===== src/rtl/hld_pkg.sv =====
// Shared types and parameter defaults for the multi-channel hold generator.
package hld_pkg;

    localparam int unsigned NUM_CH_DEF      = 2;
    localparam int unsigned CNT_W_DEF       = 4;
    localparam int unsigned SYNC_STAGES_DEF = 2;

    typedef enum logic {
        CH_IDLE = 1'b0,
        CH_HOLD = 1'b1
    } ch_state_t;

endpackage


===== src/rtl/hld_channel.sv =====
// One hold channel: IDLE/HOLD FSM with a down counter that sets the pulse width.
module hld_channel
    import hld_pkg::*;
#(
    parameter int unsigned CNT_W = CNT_W_DEF
) (
    input  logic             clk_ext,
    input  logic             rst_n,
    input  logic             clr,
    input  logic             start,
    input  logic [CNT_W-1:0] len,
    output logic             hld,
    output logic             busy
);

    ch_state_t        r_state;
    ch_state_t        w_state_nxt;
    logic [CNT_W-1:0] r_cnt;
    logic [CNT_W-1:0] w_cnt_nxt;

    always_ff @(posedge clk_ext or negedge rst_n) begin
        if (!rst_n) begin
            r_state <= CH_IDLE;
            r_cnt   <= '0;
        end else begin
            r_state <= w_state_nxt;
            r_cnt   <= w_cnt_nxt;
        end
    end

    // Length is captured at start so later len changes leave this hold untouched.
    always_comb begin
        w_state_nxt = r_state;
        w_cnt_nxt   = r_cnt;
        if (clr) begin
            w_state_nxt = CH_IDLE;
            w_cnt_nxt   = '0;
        end else begin
            case (r_state)
                CH_IDLE: begin
                    if (start) begin
                        w_state_nxt = CH_HOLD;
                        w_cnt_nxt   = len;
                    end
                end
                CH_HOLD: begin
                    if (r_cnt == '0) begin
                        w_state_nxt = CH_IDLE;
                    end else begin
                        w_cnt_nxt = r_cnt - 1'b1;
                    end
                end
                default: w_state_nxt = CH_IDLE;
            endcase
        end
    end

    assign hld  = (r_state == CH_HOLD);
    assign busy = (r_state == CH_HOLD);

endmodule


===== src/rtl/hld_gen_mc.sv =====
// Multi-channel hold generator: synchronises div_m/div_n, spreads div_m edges
// round-robin over hold channels and drives reset_pd with harmonic compensation.
module hld_gen_mc
    import hld_pkg::*;
#(
    parameter int unsigned NUM_CH      = NUM_CH_DEF,
    parameter int unsigned CNT_W       = CNT_W_DEF,
    parameter int unsigned SYNC_STAGES = SYNC_STAGES_DEF
) (
    input  logic              clk_ext,
    input  logic              rst_n,
    input  logic              en,
    input  logic              sel,
    input  logic              div_m,
    input  logic              div_n,
    input  logic [CNT_W-1:0]  hold_len,
    input  logic [NUM_CH-1:0] ch_mask,
    input  logic              harm_en,
    input  logic              ovr_clr,
    output logic [NUM_CH-1:0] hld,
    output logic              reset_pd,
    output logic              busy,
    output logic              overrun
);

    localparam int unsigned PTR_W = (NUM_CH > 1) ? $clog2(NUM_CH) : 1;

    logic [SYNC_STAGES-1:0] r_sync_m;
    logic [SYNC_STAGES-1:0] r_sync_n;
    logic                   r_dly_m;
    logic                   r_dly_n;
    logic                   w_s_m;
    logic                   w_s_n;
    logic                   w_rise_m;
    logic                   w_rise_n;
    logic                   w_fall_n;

    logic [PTR_W-1:0]  r_ptr;
    logic [PTR_W-1:0]  w_pick;
    logic [PTR_W-1:0]  w_ptr_nxt;
    logic              w_found;
    logic              w_ev;
    logic              w_go;
    logic              w_drop;
    logic [NUM_CH-1:0] w_elig;
    logic [NUM_CH-1:0] w_start;
    logic [NUM_CH-1:0] w_hld;
    logic [NUM_CH-1:0] w_busy;

    logic r_overrun;
    logic r_harm_hold;
    logic r_harm_flag;

    // Plain flop chains; the extra delay flop gives the edge detectors.
    always_ff @(posedge clk_ext or negedge rst_n) begin
        if (!rst_n) begin
            r_sync_m <= '0;
            r_sync_n <= '0;
            r_dly_m  <= 1'b0;
            r_dly_n  <= 1'b0;
        end else begin
            r_sync_m <= {r_sync_m[SYNC_STAGES-2:0], div_m};
            r_sync_n <= {r_sync_n[SYNC_STAGES-2:0], div_n};
            r_dly_m  <= r_sync_m[SYNC_STAGES-1];
            r_dly_n  <= r_sync_n[SYNC_STAGES-1];
        end
    end

    assign w_s_m    = r_sync_m[SYNC_STAGES-1];
    assign w_s_n    = r_sync_n[SYNC_STAGES-1];
    assign w_rise_m = w_s_m & ~r_dly_m;
    assign w_rise_n = w_s_n & ~r_dly_n;
    assign w_fall_n = ~w_s_n & r_dly_n;

    assign w_elig = ch_mask & ~w_busy;

    // Downward scan so the last hit is the first eligible channel at or after r_ptr.
    always_comb begin
        w_found = 1'b0;
        w_pick  = '0;
        for (int k = int'(NUM_CH) - 1; k >= 0; k--) begin
            if (w_elig[PTR_W'((int'(r_ptr) + k) % int'(NUM_CH))]) begin
                w_found = 1'b1;
                w_pick  = PTR_W'((int'(r_ptr) + k) % int'(NUM_CH));
            end
        end
    end

    assign w_ptr_nxt = (32'(w_pick) == NUM_CH - 1) ? '0 : w_pick + 1'b1;
    assign w_ev      = en & sel & w_rise_m;
    assign w_go      = w_ev & w_found;
    assign w_drop    = w_ev & ~w_found;

    always_ff @(posedge clk_ext or negedge rst_n) begin
        if (!rst_n) begin
            r_ptr       <= '0;
            r_overrun   <= 1'b0;
            r_harm_hold <= 1'b0;
            r_harm_flag <= 1'b0;
        end else begin
            if (w_drop) begin
                r_overrun <= 1'b1;
            end else if (ovr_clr) begin
                r_overrun <= 1'b0;
            end
            if (!en) begin
                r_ptr       <= '0;
                r_harm_hold <= 1'b0;
                r_harm_flag <= 1'b0;
            end else begin
                if (w_go) begin
                    r_ptr <= w_ptr_nxt;
                end
                if (w_fall_n) begin
                    r_harm_flag <= w_s_m;
                end
                if (!harm_en) begin
                    r_harm_hold <= 1'b0;
                end else if (w_rise_n) begin
                    r_harm_hold <= w_s_m | r_harm_flag;
                end
            end
        end
    end

    for (genvar g = 0; g < NUM_CH; g++) begin : g_ch
        assign w_start[g] = w_go && (w_pick == PTR_W'(g));

        hld_channel #(
            .CNT_W (CNT_W)
        ) u_ch (
            .clk_ext (clk_ext),
            .rst_n   (rst_n),
            .clr     (~en),
            .start   (w_start[g]),
            .len     (hold_len),
            .hld     (w_hld[g]),
            .busy    (w_busy[g])
        );
    end

    assign hld      = w_hld;
    assign reset_pd = (|w_hld) | r_harm_hold;
    assign busy     = |w_busy;
    assign overrun  = r_overrun;

endmodule


===== config.mk =====
export PLATFORM = sky130hd
export DESIGN_NAME = hld_gen_mc
export DESIGN_NICKNAME = d
export VERILOG_FILES = /design/src/rtl/hld_pkg.sv /design/src/rtl/hld_channel.sv /design/src/rtl/hld_gen_mc.sv
export SDC_FILE = /design/constraint.sdc
export NUM_CORES = 1
export LEC_CHECK = 0
export CAP_MARGIN = 20
export CORE_MARGIN = 2
export CORE_UTILIZATION = 40
export DETAILED_ROUTE_END_ITERATION = 6
export SLEW_MARGIN = 10
export SYNTH_ARGS = -nofsm -noshare
export SYNTH_HDL_FRONTEND = slang
export SYNTH_HIERARCHICAL = 1
export SYNTH_SLANG_ARGS = --single-unit

===== constraint.sdc =====
create_clock -name clk_ext -period 2.51 [get_ports clk_ext]
set_input_delay 0.502 -clock clk_ext [delete_from_list [all_inputs] [get_ports clk_ext]]
set_output_delay 0.502 -clock clk_ext [all_outputs]
set_load 0.01 [all_outputs]

======== Word level (Yosys, flattened, before mapping) ========
Cells that the tools add are included.
storage, ports and cells
  logic and storage cells ................. 85
  output and inout port bits .............. 5
  bits of input ports ..................... 14
  register bits ........................... 20
operators by class
  reduce and logical (&&, ||, !) cells .... 8
  mux-type cells .......................... 34
  magnitude comparators ................... 2
  $add $sub $neg .......................... 4
  bitwise gates (word level) .............. 18
  equal/unequal tests ..................... 7
operators by type and width
  kind                                                    count
  two-way mux 1 bit                                       24
  two-way mux 4 bit                                       6
  case mux 4 bit (2 select lines)                         2
  inequality test 3 x 2 -> 1 bit (second input constant)  3
  bitwise AND 1 bit                                       8
  zero test 4 bit                                         2
  inverter 1 bit                                          8
  subtractor 4 x 1 -> 4 bit (second input constant)       2
  < comparator 1 x 3 -> 1 bit (second input constant)     2
  inequality test 3 bit (second input constant)           2
  inequality test 2 x 1 -> 1 bit (second input constant)  2
  case mux 1 bit (2 select lines)                         2
  AND reduction 2 bit                                     2
  adder 1 bit (second input constant)                     2
  logical AND 1 bit                                       2
  bitwise OR 1 bit                                        2
  nonzero test 2 bit                                      1
  OR reduction 2 bit                                      1

======== Depth between registers and ports, before layout ========
Gate-level depths: netlist of the first run.
  depth in word-level cells ............... 11
  mapped depth ............................ 6
  mapped depth without buffers ............ 6

======== Cells and area by module ========
The synthesis of the first run kept the hierarchy.
modules (own cells, without submodules)
  module       area each (µm²)  instances  cells an instance  sequential area each (µm²)
  hld_channel  346.6            2          35                 125.1
  hld_gen_mc   382.9            1          30                 250.2

======== Worst setup path after synthesis of the first run ========
No wires, ideal clock.
  path type ............................... input to register
  start ................................... in sel
  end ..................................... reg g_ch[1].u_ch.r_cnt[1]
  arrival time ............................ 1.752 ns
  path buffers ............................ 0
  path slack .............................. 0.680 ns
  cell stages on the path ................. 6
  data required time ...................... 2.432 ns
  library setup time ...................... 0.078 ns
  cell sequence ........................... nand4b_2 nor3b_2 and2_2 nor2_1 or4b_1 a21oi_1
between the ends
  cells in the longest elaborated chain, start to end .. 6
ends and longest elaborated chain
  what                                      line               text
  start: declaration                        hld_gen_mc.sv:13   input logic sel,
  bitwise AND 1 bit (2 in a row)            hld_gen_mc.sv:90   assign w_ev = en & sel & w_rise_m;
  bitwise AND 1 bit                         hld_gen_mc.sv:91   assign w_go = w_ev & w_found;
  logical AND 1 bit                         hld_gen_mc.sv:127  assign w_start[g] = w_go && (w_pick == PTR_W'(g));
  net w_start[1]                            hld_gen_mc.sv:46   logic [NUM_CH-1:0] w_start;
  inequality test 3 x 2 -> 1 bit (no line)  -
  AND reduction 2 bit (no line)             -
  end signal: assignment                    hld_channel.sv:27  r_cnt <= w_cnt_nxt;
  end: declaration                          hld_channel.sv:18  logic [CNT_W-1:0] r_cnt;
The timed path passes the listed nets, and every way through them passes these cells.
A chain may end at the register's enable or synchronous reset.

======== Worst setup path in the final report of the first run ========
  start ................................... reg g_ch[1].u_ch.r_state
  end ..................................... out reset_pd
between the ends
  cells in the longest elaborated chain, start to end .. 2
ends and longest elaborated chain
  what                      line               text
  start: declaration        hld_channel.sv:16  ch_state_t r_state;
  start signal: assignment  hld_channel.sv:26  r_state <= w_state_nxt;
  OR reduction 2 bit        hld_gen_mc.sv:143  assign reset_pd = (|w_hld) | r_harm_hold;
  bitwise OR 1 bit          hld_gen_mc.sv:143
  end: declaration          hld_gen_mc.sv:21   output logic reset_pd,
No other way between the ends.

==> flow_metrics.tcl, run 1 <==
set metrics [dict create \
    drv_cap 0 \
    path_class "flip-flop to output pin" \
    hp-class "flip-flop to flip-flop" \
    synth.avg_cell_area_um2 10.8 \
    setup_viol 0 \
    final_cell_mix "dfrtp_1, clkdlybuf4s50_1, inv_1, nor2_1, a211oi_1" \
    power_switching_uw 138 \
    worst-path-buf-inv 1 \
    postSynthNetCount 118 \
    cp_slowest_cell "dfrtp_1" \
    synth-seq-cells 20 \
    nets 140 \
    path_cells "or3_1 -> clkdlybuf4s50_1" \
    rsz0062_at_grt "no" \
    period_share 0.895 \
    num_rows 18 \
    worstMarginPinSlew_ps 442 \
    synth_top_family_by_area "simple AND/OR/NAND/NOR gates" \
    start_kind "flip-flop" \
    io_pins 19 \
    cts_made_buffers 3 \
    grt-ovfl-total 0 \
    netlist_area_um2 1080 \
    intPower_uw 529 \
    antenna_found_initial 0 \
    power_switching_share 0.208 \
    slowest_delay_ps 550 \
    vias 791 \
    cts_max_path_buffers 2 \
    post_cts_resized 0 \
    cp_top_family "flip-flops" \
    grt_pass1_wl_mm 3.50 \
    seq_area_frac_synth 0.465 \
    end_kind "output pin" \
    status "complete, no violations" \
    synth_fa_ha_area_frac 0.0465 \
    ant_nets 0 \
    postSynthCellCount 100 \
    muxShareOfSynthArea 0.0279 \
    leakage_nw 0.569 \
    num_antenna_cells 0 \
    dr.first_iter.drc_count 30 \
    cp.required_ps 2010 \
    cts_tree "yes" \
    reg2regPathDepth 6 \
    worst-endpoint-arrival_ps 1740 \
    gp_congestion 0.741 \
    synthSimpleGateAreaFrac 0.262 \
    cp_num_cells 2 \
    root_buffer "clkbuf_4" \
    finalPower_uw 667 \
    die_x_um 55.9 \
    mostFrequentLayoutCell "dfrtp_1" \
    io_buffer_count 17 \
    floorplan.initialDensity 0.427 \
    h-tree-depth 1 \
    drive_gt1_frac 0.124 \
    first_pass_iters 4 \
    clk_latency_ps 300 \
    core-area_um2 2520 \
    p_clk_frac 0.398 \
    slew_violations 0 \
    tns_ps 0 \
    seqPwrFrac 0.510 \
    cts_sinks 20 \
    finalHoldViolCount 0 \
    synthArstFlopShare 1.00 \
    vias_per_cell 5.24 \
    synth_flop_cell "dfrtp_1" \
    post_cts_buffers 0 \
    synth-edff-count 0 \
    die_y_um 55.9 \
    synth.distinct_cells 27 \
    wl_per_cell_um 13.1 \
    yosysWarningCount 6 \
    dieArea_um2 3120 \
    drc_errors 0 \
    grt_max_degree 21 \
    synth_compound_area_frac 0.140 \
    synth_xor_area_frac 0 \
    p_per_area_nw_per_um2 502 \
    first_global_vias 749 \
    fmaxAchievable_mhz 445 \
    combinationalPowerShare 0.093 \
    holdPathStages 0 \
    ir_drop_uv 375 \
    crit_path_max_fanout 13 \
    fin_crit_ps 2250 \
    slew-limit-headroom 0.705 \
    skew_ps 3.56 \
    track_usage 0.144 \
    clkTransAtPathRegs_ps 120 \
    routed_wl_mm 1.98 \
    area_delta_synth_final_pct 23.5 \
    cts_hold_buf 0 \
    dpl.hpwl_mm 1.46 \
]
## sequential cells by signal, indices dropped and copies added, names as in the netlist
name             count
r_ptr                1
r_dly_n              1
g_ch.u_ch/r_cnt      8
r_sync_m             2
r_dly_m              1
r_harm_hold          1
r_sync_n             2
overrun              1
g_ch.u_ch/busy       2
r_harm_flag          1
## area by class of cell
type / instances / area, um2
clock buffer: 3 / 22.5
clock inverter: 1 / 30.0
fill: 239 / 1190
inverter: 7 / 26.3
multi-input combinational: 69 / 512
sequential: 20 / 500
tap: 30 / 37.5
timing repair buffer: 21 / 200
## cell families (layout without fill, tap and decap cells)
family                     count (synthesis)  in the layout
buffers and inverters                     11             32
muxes                                      3              3
and+or+nand+nor                           39             39
AOI/OAI and AO/OA                         23             23
DFF                                       20             20
adders and majority gates                  4              4
## final timing paths
path                                             start                                 to  slack (ps)
setup / recovery           g_ch[1].u_ch/busy$_DFF_PN0_                           reset_pd         260
hold / removal                   r_sync_m[0]$_DFF_PN0_              r_sync_m[1]$_DFF_PN0_         360
setup reg to reg                     r_dly_m$_DFF_PN0_  g_ch[1].u_ch/r_cnt[1]$_DFFE_PN0P_         630
hold reg to reg                  r_sync_m[0]$_DFF_PN0_              r_sync_m[1]$_DFF_PN0_         360
max in group asynchronous                        rst_n        g_ch[0].u_ch/busy$_DFF_PN0_        1780
min in group asynchronous                        rst_n                overrun$_DFFE_PN0P_         520
## power by group through the flow
stage	logic, mW	registers, mW	clock network (mW)
global placement	0.0627	0.346	0
floorplan	0.0259	0.344	0
detailed placement	0.0626	0.346	0
finish	0.0618	0.340	0.265
CTS	0.0630	0.340	0.270
global route	0.0692	0.342	0.284
## cell usage after synthesis, types with 2 or more instances
master    instances  share of area
a21oi_1           4          0.019
mux2i_1           3          0.028
nor3_1            4          0.019
buf_6             2          0.021
o211ai_1          2          0.014
a311oi_1          3          0.024
ha_1              4          0.047
nand2_1           4          0.014
o21ai_0           5          0.023
nor4bb_4          2          0.047
nand2b_1          4          0.023
dfrtp_1          20           0.47
a211oi_1          6          0.042
or4b_1            2          0.019
nand3b_1          5          0.035
buf_4             2          0.014
nor2_1            7          0.024
nor2b_1           5          0.029
a31oi_1           2          0.012
inv_1             7          0.024
## layer usage
layer / global-route usage / routed length (um) / part of all wire / up-vias
met1: 0.199 / 1010 / 0.51 / 378
met4: 0.0510 / 17 / 0.0086 / 0
met3: 0.0419 / 64 / 0.032 / 2
li1: - / - / - / 400
met2: 0.214 / 886 / 0.45 / 11
met5: 0 / 0 / 0 / -
## per-stage QoR
| stage | std cells | worst slack, ps | utilization | cell area, um2 | hold slack, ps |
|---|---|---|---|---|---|
| final | 151 | 265 | 0.527 | 1330 | 363 |
| after global routing | 151 | 180 | 0.527 | 1330 | 371 |
| after CTS | 151 | 243 | 0.527 | 1330 | 364 |
| after detailed placement | 147 | 70.5 | 0.506 | 1280 | 337 |
| after global placement | 147 | 105 | 0.506 | 1280 | 333 |
| after floorplan | 100 | 680 | - | 1080 | 206 |
Note: power is estimated with default switching activity, not from simulation.
==> run 2, diff against run 1 <==
--- a/config.mk
+++ b/config.mk
@@ -5,7 +5,6 @@
 export SDC_FILE = /design/constraint.sdc
 export NUM_CORES = 1
 export LEC_CHECK = 0
-export CAP_MARGIN = 20
 export CORE_MARGIN = 2
 export CORE_UTILIZATION = 40
 export DETAILED_ROUTE_END_ITERATION = 6
==> results of run 2 <==
Final layout, timing and power as in run 1 (identical DEF).
==> run 3, diff against run 2 <==
--- a/config.mk
+++ b/config.mk
@@ -5,9 +5,11 @@
 export SDC_FILE = /design/constraint.sdc
 export NUM_CORES = 1
 export LEC_CHECK = 0
-export CORE_MARGIN = 2
-export CORE_UTILIZATION = 40
+export CELL_PAD_IN_SITES_DETAIL_PLACEMENT = 0
+export CELL_PAD_IN_SITES_GLOBAL_PLACEMENT = 2
+export CORE_UTILIZATION = 33
 export DETAILED_ROUTE_END_ITERATION = 6
+export PLACE_DENSITY_LB_ADDON = 0.1
 export SLEW_MARGIN = 10
 export SYNTH_ARGS = -nofsm -noshare
 export SYNTH_HDL_FRONTEND = slang
==> constraint.sdc (replaced) <==
create_clock -name clk_ext -period 2.4 [get_ports clk_ext]
set_input_delay 0.48 -clock clk_ext [delete_from_list [all_inputs] [get_ports clk_ext]]
set_output_delay 0.48 -clock clk_ext [all_outputs]
set_load 0.01 [all_outputs]
==> run 3 against run 2 <==
Flip-flop and latch count is the same. Sequential power is 5% higher. Wire length rose by 6.6%. Global-route usage hardly changed. Sequential share of layout area is 1.1 points lower. First-iteration DRC count shrank 50%. Power increased by 5.4%. Setup slack worse by 110 ps. Worst hold slack about the same. Utilization shrank 8.2 points. Register-to-register slack got worse by 90 ps. Critical path type unchanged.
==> flow_metrics.tcl, run 3 (synthesized netlist as in run 1, its figures left out) <==
set metrics [dict create \
    status "complete, no violations" \
    wl_per_cell_um 12.6 \
    min_from "r_sync_m[0]$_DFF_PN0_" \
    routed_wl_mm 2.11 \
    drive_gt1_frac 0.145 \
    cts_max_path_buffers 2 \
    dr.first_iter.drc_count 15 \
    power_switching_share 0.212 \
    dieArea_um2 3490 \
    io_buffer_count 17 \
    worst-endpoint-arrival_ps 1770 \
    cts_hold_buf 0 \
    track_usage 0.144 \
    first_global_vias 771 \
    cp_num_cells 2 \
    cp_slowest_cell "dfrtp_1" \
    finalHoldViolCount 0 \
    finalPower_uw 703 \
    io_pins 19 \
    setup_viol 0 \
    hp-class "flip-flop to flip-flop" \
    root_buffer "clkbuf_4" \
    floorplan.initialDensity 0.350 \
    die_y_um 59.1 \
    core-area_um2 3080 \
    ff2ff_setup_slack_ps 540 \
    combinationalPowerShare 0.095 \
    period_share 0.937 \
    path_class "flip-flop to output pin" \
    gp_congestion 0.741 \
    drc_errors 0 \
    clkTransAtPathRegs_ps 120 \
    nets 143 \
    cp.required_ps 1920 \
    vias 804 \
    vias_per_cell 4.79 \
    fin_ws_ps 151 \
    min_to "r_sync_m[1]$_DFF_PN0_" \
    start_kind "flip-flop" \
    r2r-end "g_ch[0].u_ch/r_cnt[1]$_DFFE_PN0P_" \
    antenna_found_initial 0 \
    h-tree-depth 1 \
    drv_cap 0 \
    fmaxAchievable_mhz 445 \
    slew_violations 0 \
    worstMarginPinSlew_ps 476 \
    cp_top_family "flip-flops" \
    end_kind "output pin" \
    place_inst 164 \
    rsz0062_at_grt "no" \
    post-route-util 0.445 \
    grt-ovfl-total 0 \
    dpl_worst_slack_ps 15.1 \
    cts_tree "yes" \
    num_rows 20 \
    intPower_uw 554 \
    regMostFlops "g_ch.u_ch/r_cnt" \
    ant_nets 0 \
    cts_made_buffers 3 \
    post_cts_buffers 0 \
    leakage_nw 0.582 \
    reg2regPathDepth 5 \
    slowest_delay_ps 570 \
    rr_startpoint "g_ch[0].u_ch/busy$_DFF_PN0_" \
    fin_crit_ps 2250 \
    post_cts_resized 0 \
    die_x_um 59.1 \
    worst-path-buf-inv 1 \
    path_cells "or3_1 -> clkdlybuf4s50_1" \
    num_antenna_cells 0 \
    final_cell_mix "dfrtp_1, clkdlybuf4s50_1, inv_1, nor2_1, buf_4" \
    p_clk_frac 0.399 \
    fin_cells 168 \
    dpl.hpwl_mm 1.54 \
    grt_max_degree 21 \
    seqPwrFrac 0.506 \
    largest_reg_flops 8 \
    grt_pass1_wl_mm 3.69 \
    area_delta_synth_final_pct 27.2 \
    clk_latency_ps 300 \
    holdPathStages 0 \
    mostFrequentLayoutCell "dfrtp_1" \
    power_switching_uw 149 \
    tns_ps 0 \
    crit_path_max_fanout 15 \
    cts_sinks 20 \
    slew-limit-headroom 0.683 \
    ir_drop_uv 253 \
    skew_ps 0.921 \
    p_per_area_nw_per_um2 514 \
    first_pass_iters 4 \
]
[run 3: changes by cell type in the layout (fill, tap and decap cells not counted)]
cell   change
buf_4      +3
[run 3: layout make-up]
type                    instances  area, um2
clock buffers                   3       22.5
clock inverters                 1       30.0
fillers                       325       1710
inverters                       7       26.3
multi-input cells              69        512
flip-flops and latches         20        500
well taps                      44       55.1
repair buffers                 24        223
[run 3: power groups by stage]
stage	Combinational, mW	Clock [mW]	Sequential (mW)
4_1_cts	0.0686	0.297	0.356
2_1_floorplan	0.0270	0	0.360
6_report	0.0669	0.280	0.356
5_1_grt	0.0751	0.306	0.358
3_5_place_dp	0.0678	0	0.362
3_3_place_gp	0.0680	0	0.362
[run 3: stage by stage]
stage	hold WS (ps)	instance area, um2
2_1_floorplan	184	1080
3_3_place_gp	334	1320
3_5_place_dp	337	1320
4_1_cts	367	1370
5_1_grt	388	1370
6_report	363	1370
[run 3: per-layer routing]
layer	up-vias	GRT usage	share of wire
met3	2	0.0306	0.037
li1	410	-	-
met4	0	0.0714	0.0090
met1	377	0.188	0.50
met2	15	0.224	0.45
met5	-	0	0
[run 3: worst max-delay path by stage]
stage / startpoint / to / slack [ps]
finish: g_ch[0].u_ch/busy$_DFF_PN0_ / reset_pd / 150
global route: g_ch[0].u_ch/busy$_DFF_PN0_ / reset_pd / 50
CTS: g_ch[0].u_ch/busy$_DFF_PN0_ / reset_pd / 130
detailed placement: en / g_ch[1].u_ch/r_cnt[1]$_DFFE_PN0P_ / 20
global placement: en / g_ch[1].u_ch/r_cnt[1]$_DFFE_PN0P_ / 30
floorplan: sel / g_ch[1].u_ch/r_cnt[1]$_DFFE_PN0P_ / 590
